## config.mk

```make
export PLATFORM = sky130hd
export DESIGN_NAME = jt51_ch_wr
export DESIGN_NICKNAME = d
export VERILOG_FILES = /design/src/rtl/jt51_ch_wr.sv
export SDC_FILE = /design/constraint.sdc
export NUM_CORES = 1
export LEC_CHECK = 0
export BUFFER_PORTS_ARGS = -buffer_cell sky130_fd_sc_hd__buf_2
export CAP_MARGIN = 20
export CORE_ASPECT_RATIO = 1.2
export CORE_MARGIN = 2
export CORE_UTILIZATION = 25
export CTS_CLUSTER_DIAMETER = 120
export CTS_CLUSTER_SIZE = 20
export DETAILED_ROUTE_END_ITERATION = 8
export PLACE_DENSITY_LB_ADDON = 0.1
export SLEW_MARGIN = 20
export SYNTH_ARGS = -nofsm -noshare
export SYNTH_HDL_FRONTEND = slang
export SYNTH_SLANG_ARGS = --single-unit
```

## constraint.sdc

```tcl
create_clock -name clk -period 4.6 [get_ports clk]
set_clock_uncertainty 0.2 [all_clocks]
set_input_delay 0.46 -clock clk [delete_from_list [all_inputs] [get_ports clk]]
set_output_delay 0.46 -clock clk [all_outputs]
set_load 0.05 [all_outputs]
```

## src/rtl/jt51_ch_wr.sv

```systemverilog
// jt51_ch_wr: YM2151 channel-register write scheduler.
// A CPU data write to a channel register (0x20-0x3F) is held until the
// rotating 8-slot counter reaches the target channel. The data is then
// presented on dout with the matching update strobes for one cen period.
// Optional feature macro: JT51_CH_WR_QUEUE_EN
//   undefined : one pending write; busy while it is held
//   defined   : 4-entry in-order FIFO; busy when the FIFO is full
module jt51_ch_wr (
    input  logic       clk,
    input  logic       rst_n,
    input  logic       cen,
    input  logic       zero,
    input  logic       write,
    input  logic       a0,
    input  logic [7:0] din,
    output logic [2:0] cur_ch,
    output logic [7:0] dout,
    output logic       up_rl_ch,
    output logic       up_fb_ch,
    output logic       up_con_ch,
    output logic       up_kc_ch,
    output logic       up_kf_ch,
    output logic       up_pms_ch,
    output logic       up_ams_ch,
    output logic       busy
);

    typedef enum logic {
        IDLE = 1'b0,
        PEND = 1'b1
    } state_t;

    state_t     state;
    state_t     state_nxt;
    logic [7:0] addr;
    logic [2:0] cnt;
    logic       addr_ok;
    logic       wr_req;
    logic       head_hit;
    logic       pop;
    logic [2:0] head_ch;
    logic [1:0] head_kind;
    logic [7:0] head_data;

    // Only 0x20-0x3F are per-channel registers handled here
    assign addr_ok  = (addr[7:5] == 3'b001);
    // Busy is the registered flag, so a write on a retiring edge is refused
    assign wr_req   = write & a0 & addr_ok & ~busy;
    assign head_hit = (state == PEND) && (cnt == head_ch);
    assign pop      = cen & head_hit;
    assign cur_ch   = cnt;
    assign dout     = head_data;

    // Slot counter: advances once per cen, zero resynchronises it to slot 0
    always_ff @(posedge clk or negedge rst_n) begin
        if (!rst_n)
            cnt <= 3'd0;
        else if (cen)
            cnt <= zero ? 3'd0 : cnt + 3'd1;
    end

    // Address latch: address writes are always accepted, even while busy
    always_ff @(posedge clk or negedge rst_n) begin
        if (!rst_n)
            addr <= 8'h00;
        else if (write && !a0)
            addr <= din;
    end

    // State register
    always_ff @(posedge clk or negedge rst_n) begin
        if (!rst_n)
            state <= IDLE;
        else
            state <= state_nxt;
    end

`ifdef JT51_CH_WR_QUEUE_EN
    localparam int DEPTH = 4;

    // Entry layout: {tgt_ch[2:0], kind[1:0], data[7:0]}
    logic [12:0] fifo [DEPTH];
    logic [1:0]  wr_ptr;
    logic [1:0]  rd_ptr;
    logic [2:0]  count;
    logic [2:0]  count_nxt;

    assign {head_ch, head_kind, head_data} = fifo[rd_ptr];

    // Occupancy after this edge; push and pop together leave it unchanged
    always_comb begin
        count_nxt = count;
        if (wr_req && !pop)
            count_nxt = count + 3'd1;
        else if (!wr_req && pop)
            count_nxt = count - 3'd1;
    end

    // Next state: pending while any entry remains in the FIFO
    always_comb begin
        state_nxt = state;
        case (state)
            IDLE: if (wr_req) state_nxt = PEND;
            PEND: if (count_nxt == 3'd0) state_nxt = IDLE;
            default: state_nxt = IDLE;
        endcase
    end

    // FIFO storage, pointers and the registered full flag
    always_ff @(posedge clk or negedge rst_n) begin
        if (!rst_n) begin
            for (int i = 0; i < DEPTH; i++)
                fifo[i] <= 13'd0;
            wr_ptr <= 2'd0;
            rd_ptr <= 2'd0;
            count  <= 3'd0;
            busy   <= 1'b0;
        end else begin
            if (wr_req) begin
                fifo[wr_ptr] <= {addr[2:0], addr[4:3], din};
                wr_ptr       <= wr_ptr + 2'd1;
            end
            if (pop)
                rd_ptr <= rd_ptr + 2'd1;
            count <= count_nxt;
            busy  <= (count_nxt == 3'd4);
        end
    end
`else
    logic [2:0] tgt_ch;
    logic [1:0] kind;
    logic [7:0] data;

    assign head_ch   = tgt_ch;
    assign head_kind = kind;
    assign head_data = data;

    // Next state: one pending write, released at its slot
    always_comb begin
        state_nxt = state;
        case (state)
            IDLE: if (wr_req) state_nxt = PEND;
            PEND: if (pop) state_nxt = IDLE;
            default: state_nxt = IDLE;
        endcase
    end

    // Single pending entry and its busy flag
    always_ff @(posedge clk or negedge rst_n) begin
        if (!rst_n) begin
            tgt_ch <= 3'd0;
            kind   <= 2'd0;
            data   <= 8'h00;
            busy   <= 1'b0;
        end else begin
            if (wr_req) begin
                tgt_ch <= addr[2:0];
                kind   <= addr[4:3];
                data   <= din;
            end
            busy <= (state_nxt == PEND);
        end
    end
`endif

    // Strobe decode from registered state only: head entry at its slot
    always_comb begin
        up_rl_ch  = 1'b0;
        up_fb_ch  = 1'b0;
        up_con_ch = 1'b0;
        up_kc_ch  = 1'b0;
        up_kf_ch  = 1'b0;
        up_pms_ch = 1'b0;
        up_ams_ch = 1'b0;
        if (head_hit) begin
            case (head_kind)
                2'd0: begin
                    up_rl_ch  = 1'b1;
                    up_fb_ch  = 1'b1;
                    up_con_ch = 1'b1;
                end
                2'd1: up_kc_ch = 1'b1;
                2'd2: up_kf_ch = 1'b1;
                default: begin
                    up_pms_ch = 1'b1;
                    up_ams_ch = 1'b1;
                end
            endcase
        end
    end

endmodule
```

# Yosys cells after proc, flatten, opt, wreduce, memory -nomap -nowiden
# Index checks and enable logic that the tools add are counted.
[totals]
ff_bits = 25
latch_bits = 0
ram_bits = 0
romBits = 0
in_bits = 14
out_inout_bits = 19
wordCells = 33
n_memories = 0
[op_classes]
addsub = 1
multipliers = 0
div_mod_pow = 0
n_lt_le_gt_ge = 0
n_eq_ne = 4
n_shift = 0
n_mux = 12
bitwise = 5
reduce_logical = 5
[ops]
columns = ["op", "n"]
rows = [
  ["1-bit two-way mux", 10],
  ["1-bit bitwise AND", 4],
  ["3-bit by 1-bit adder with 3-bit output (second input constant)", 1],
  ["3-bit by 1-bit equality test with 1-bit output (second input constant)", 1],
  ["3-bit equality test", 1],
  ["3-bit two-way mux", 1],
  ["3-bit OR reduction", 1],
  ["2-bit by 1-bit equality test with 1-bit output (second input constant)", 1],
  ["2-bit equality test (second input constant)", 1],
  ["1-bit logical AND", 2],
  ["2-bit zero test", 1],
  ["1-bit case mux with 2 select lines", 1],
  ["1-bit zero test", 1],
  ["1-bit NOT", 1],
]

# Longest topological paths before layout
[logic_depth]
ltp_word = 5
depth_mapped = 4
ltp_nobuf = 4

# Worst setup path after synthesis
# OpenSTA, ideal clock, no wires.
[synth_path]
path_type = "reg2out"
start = "register cnt[0] (netlist: cur_ch[0])"
end = "output port up_fb_ch"
arrival_time_ps = 2603
required_time_ps = 3940
path_slack_ps = 1337
path_stages_with_launch = 5
n_path_buf = 1
cell_sequence = "dfrtp_1 -> xnor2_1 -> nand4_1 -> nor3_1 -> buf_4"
[synth_via]
elab_chain_len = 3
[synth_rtl]
columns = ["item", "line_no", "text"]
rows = [
  ["from (decl)", "36", "logic [2:0] cnt;"],
  ["from (signal assigned)", "59", "cnt <= zero ? 3'd0 : cnt + 3'd1;"],
  ["3-bit equality test", "49", "assign head_hit = (state == PEND) && (cnt == head_ch);"],
  ["1-bit logical AND", "49", ""],
  ["1-bit two-way mux", "-", ""],
  ["to (decl)", "19", "output logic up_fb_ch,"],
]
# Every way passes these cells.

# Worst setup path after layout
[layout_path]
start = "register cnt[1] (netlist: cur_ch[1])"
end = "output port up_fb_ch"
[layout_via]
elab_chain_len = 3
[layout_rtl]
columns = ["item", "line_no", "text"]
rows = [
  ["3-bit equality test", "49", ""],
  ["1-bit logical AND", "49", ""],
  ["1-bit two-way mux", "175", "if (head_hit) begin"],
]
# Every way passes these cells.

==> qor.csv <==
metric,value,unit
outcome,completed,
n_antenna_cell,0,
clock.fmax,0.424,GHz
power.share.combinational,45.6,%
period_needed,2.36,ns
routabilityCongestion,0.783,
post-place-ws,2.51,ns
synth_ff_type,dfrtp_1,
synth_seq_area_share,55.6,%
post-route-period-util,51.3,%
die_w,65.2,um
hold_violations,0,
p_sw,0.000376,W
port_buffers,32,
synthTopCellsByArea,"dfrtp_1 (56%), mux2_4 (13%), mux2_2 (13%), xnor2_1 (2.3%), buf_4 (2.0%)",
first_global_vias,767,
final_nets,124,
start_kind,flip-flop,
cts_max_level,1,
synth_edf_count,0,
clock_path_buffers,2,
cp.required,3.94,ns
postPlaceCellArea,1320,um^2
max_cap_violations,0,
ir_drop,0.260,mV
die_h,77.5,um
rsz0062_at_grt,no,
ioPinCount,33,
leakage,0.690,nW
finalSetupViolCount,0,
rows,26,
cpPeakStageDelay,0.43,ns
slowest_stage,dfrtp_1,
clk_latency,0.27,ns
ctsHoldBuffers,1,
drc,0,
synthTopCellsByCount,"dfrtp_1 (25), mux2_2 (13), mux2_4 (10)",
wl,2060,um
slew_headroom,47.9,%
initial_core_util,26.2,%
die_area,5050,um^2
cts_resized,0,
syn-instance-count,76,
path_class,reg2out,
routed_via_density,4.26,
ctsRootBufferMaster,clkbuf_8,
setup_tns,0,ns
wl_per_cell,12.6,um
grt_max_degree,26,
worst_slew_pin_slew,0.779,ns
drtPass1Iterations,2,
antenna_left,0,
avgSynthCellArea,14.8,um^2
ys_warn_count,0,
hold_class,in2reg,
first_iter_violations,20,
antenna_found_initial,0,
vias,699,
p_per_area,639,nW/um^2
crit_chain,xnor2_1 > nand4_1 > nor3_1 > buf_2,
p_int,0.000500,W
clkTransAtPathRegs,0.09,ns
drive_above_1_share,55.6,%
postCtsSetupBuffers,0,
cts_buffers,3,
end_kind,output port,
grt_first_pass_wirelength,3620,um
synth_most_common_cell,dfrtp_1,
setup_ws,2.24,ns
critPathMaxFanout,4,
clock_sinks,25,
areaGrowthSynthToFinish,21.9,%
synth_top_area_share,55.6,%
syn-num-nets,91,
fill_cells,434,
synth_cell_types,22,
ys_ff_latch,25,
async_flop_share,100,%
core_area,4290,um^2
swShare,42.9,%
netlist_area,1120,um^2
drv_slew,0,
crit_arrival,1.70,ns
grtUsageTotal,9.24,%
cts_tree,built,
stdcell_area,1370,um^2
clockPowerShare,14.9,%
hpwl,1460,um
power_frac_seq,39.5,%
yosysTopAreaCell,dfrtp_1,
grt_overflow,0,
-- path summary, 6_finish.rpt --
| path | from | end | slack (ns) | depth (start not counted) |
|---|---|---|---|---|
| min in group asynchronous | rst_n | head_ch[2] | 0.52 | 2 |
| hold / removal | zero | cur_ch[2] | 0.19 | 2 |
| max in group asynchronous | rst_n | addr[6] | 3.31 | 2 |
| setup / recovery | cur_ch[1] | up_fb_ch | 2.24 | 4 |
| hold reg to reg | addr[4] | head_kind[1] | 0.30 | 1 |
| setup reg to reg | addr[7] | dout[5] | 2.94 | 3 |
-- layout by cell type, fill, tap and decap left out, drive strengths merged --
| master | instances |
|---|---|
| buf | 32 |
| dfrtp | 25 |
| mux2 | 23 |
| clkbuf | 4 |
| xnor2 | 3 |
| a21oi | 2 |
| nand2 | 2 |
| nor2 | 2 |
| nor3b | 2 |
| inv | 2 |
| nand3b | 2 |
| and4 | 1 |
| and4bb | 1 |
| nand4 | 1 |
| nor3 | 1 |
| o22ai | 1 |
| nor2b | 1 |
| o21ai | 1 |
| ha | 1 |
| dlygate4sd3 | 1 |
-- state kept, by name, summed over array words and instances, names as in the netlist --
register	count
addr	8
dout	8
cur_ch	3
head_ch	3
head_kind	2
busy	1
-- layer usage --
| layer | global-route usage (%) | vias to the layer above | routed length, um |
|---|---|---|---|
| met5 | 0 | - | 0 |
| met4 | 4.38 | 0 | 34 |
| met3 | 1.88 | 4 | 115 |
| met2 | 15.1 | 23 | 963 |
| met1 | 11.5 | 340 | 947 |
| li1 | - | 332 | - |
-- final cells by class --
class                      count  area (um^2)  share of cell area (%)
sequential                    25          626                    45.6
tap                           56         70.1                    5.11
timing repair buffer          33          170                    12.4
inverter                       2         7.51                   0.547
clock buffer                   4         45.0                    3.28
multi-input combinational     44          453                    33.0
-- power by group through the flow --
stage | registers [W] | clock network (W) | logic, W
6_report | 0.000346 | 0.000131 | 0.000399
5_1_grt | 0.000361 | 0.000143 | 0.000424
4_1_cts | 0.000348 | 0.000137 | 0.000404
3_5_place_dp | 0.000351 | 0 | 0.000402
3_3_place_gp | 0.000349 | 0 | 0.000400
2_1_floorplan | 0.000496 | 0 | 0.000173
-- logic make-up after synthesis --
family | synth area share, %
xor+xnor | 2.34
simple gates | 8.57
buf+inv | 4.12
compound gates | 1.89
flops | 55.6
mux | 26.4
fa+ha+maj | 1.11
-- per-stage QoR --
step,total power [W],utilization (%),hold slack [ns],std cells
floorplan,0.000669,-,-0.0356,76
global placement,0.000750,30.7,0.285,159
detailed placement,0.000753,30.7,0.289,159
CTS,0.000889,31.9,0.183,164
global route,0.000927,31.9,0.189,164
finish,0.000876,31.9,0.192,164
-- critical path, delay by kind of cell (launching register included) --
kind                   cells  cell delay (ns)
XOR/XNOR                   1             0.20
buffers and inverters      1             0.32
flip-flops                 1             0.43
AND/OR/NAND/NOR            2             0.48
No activity file was read; power rests on OpenSTA's default activity.
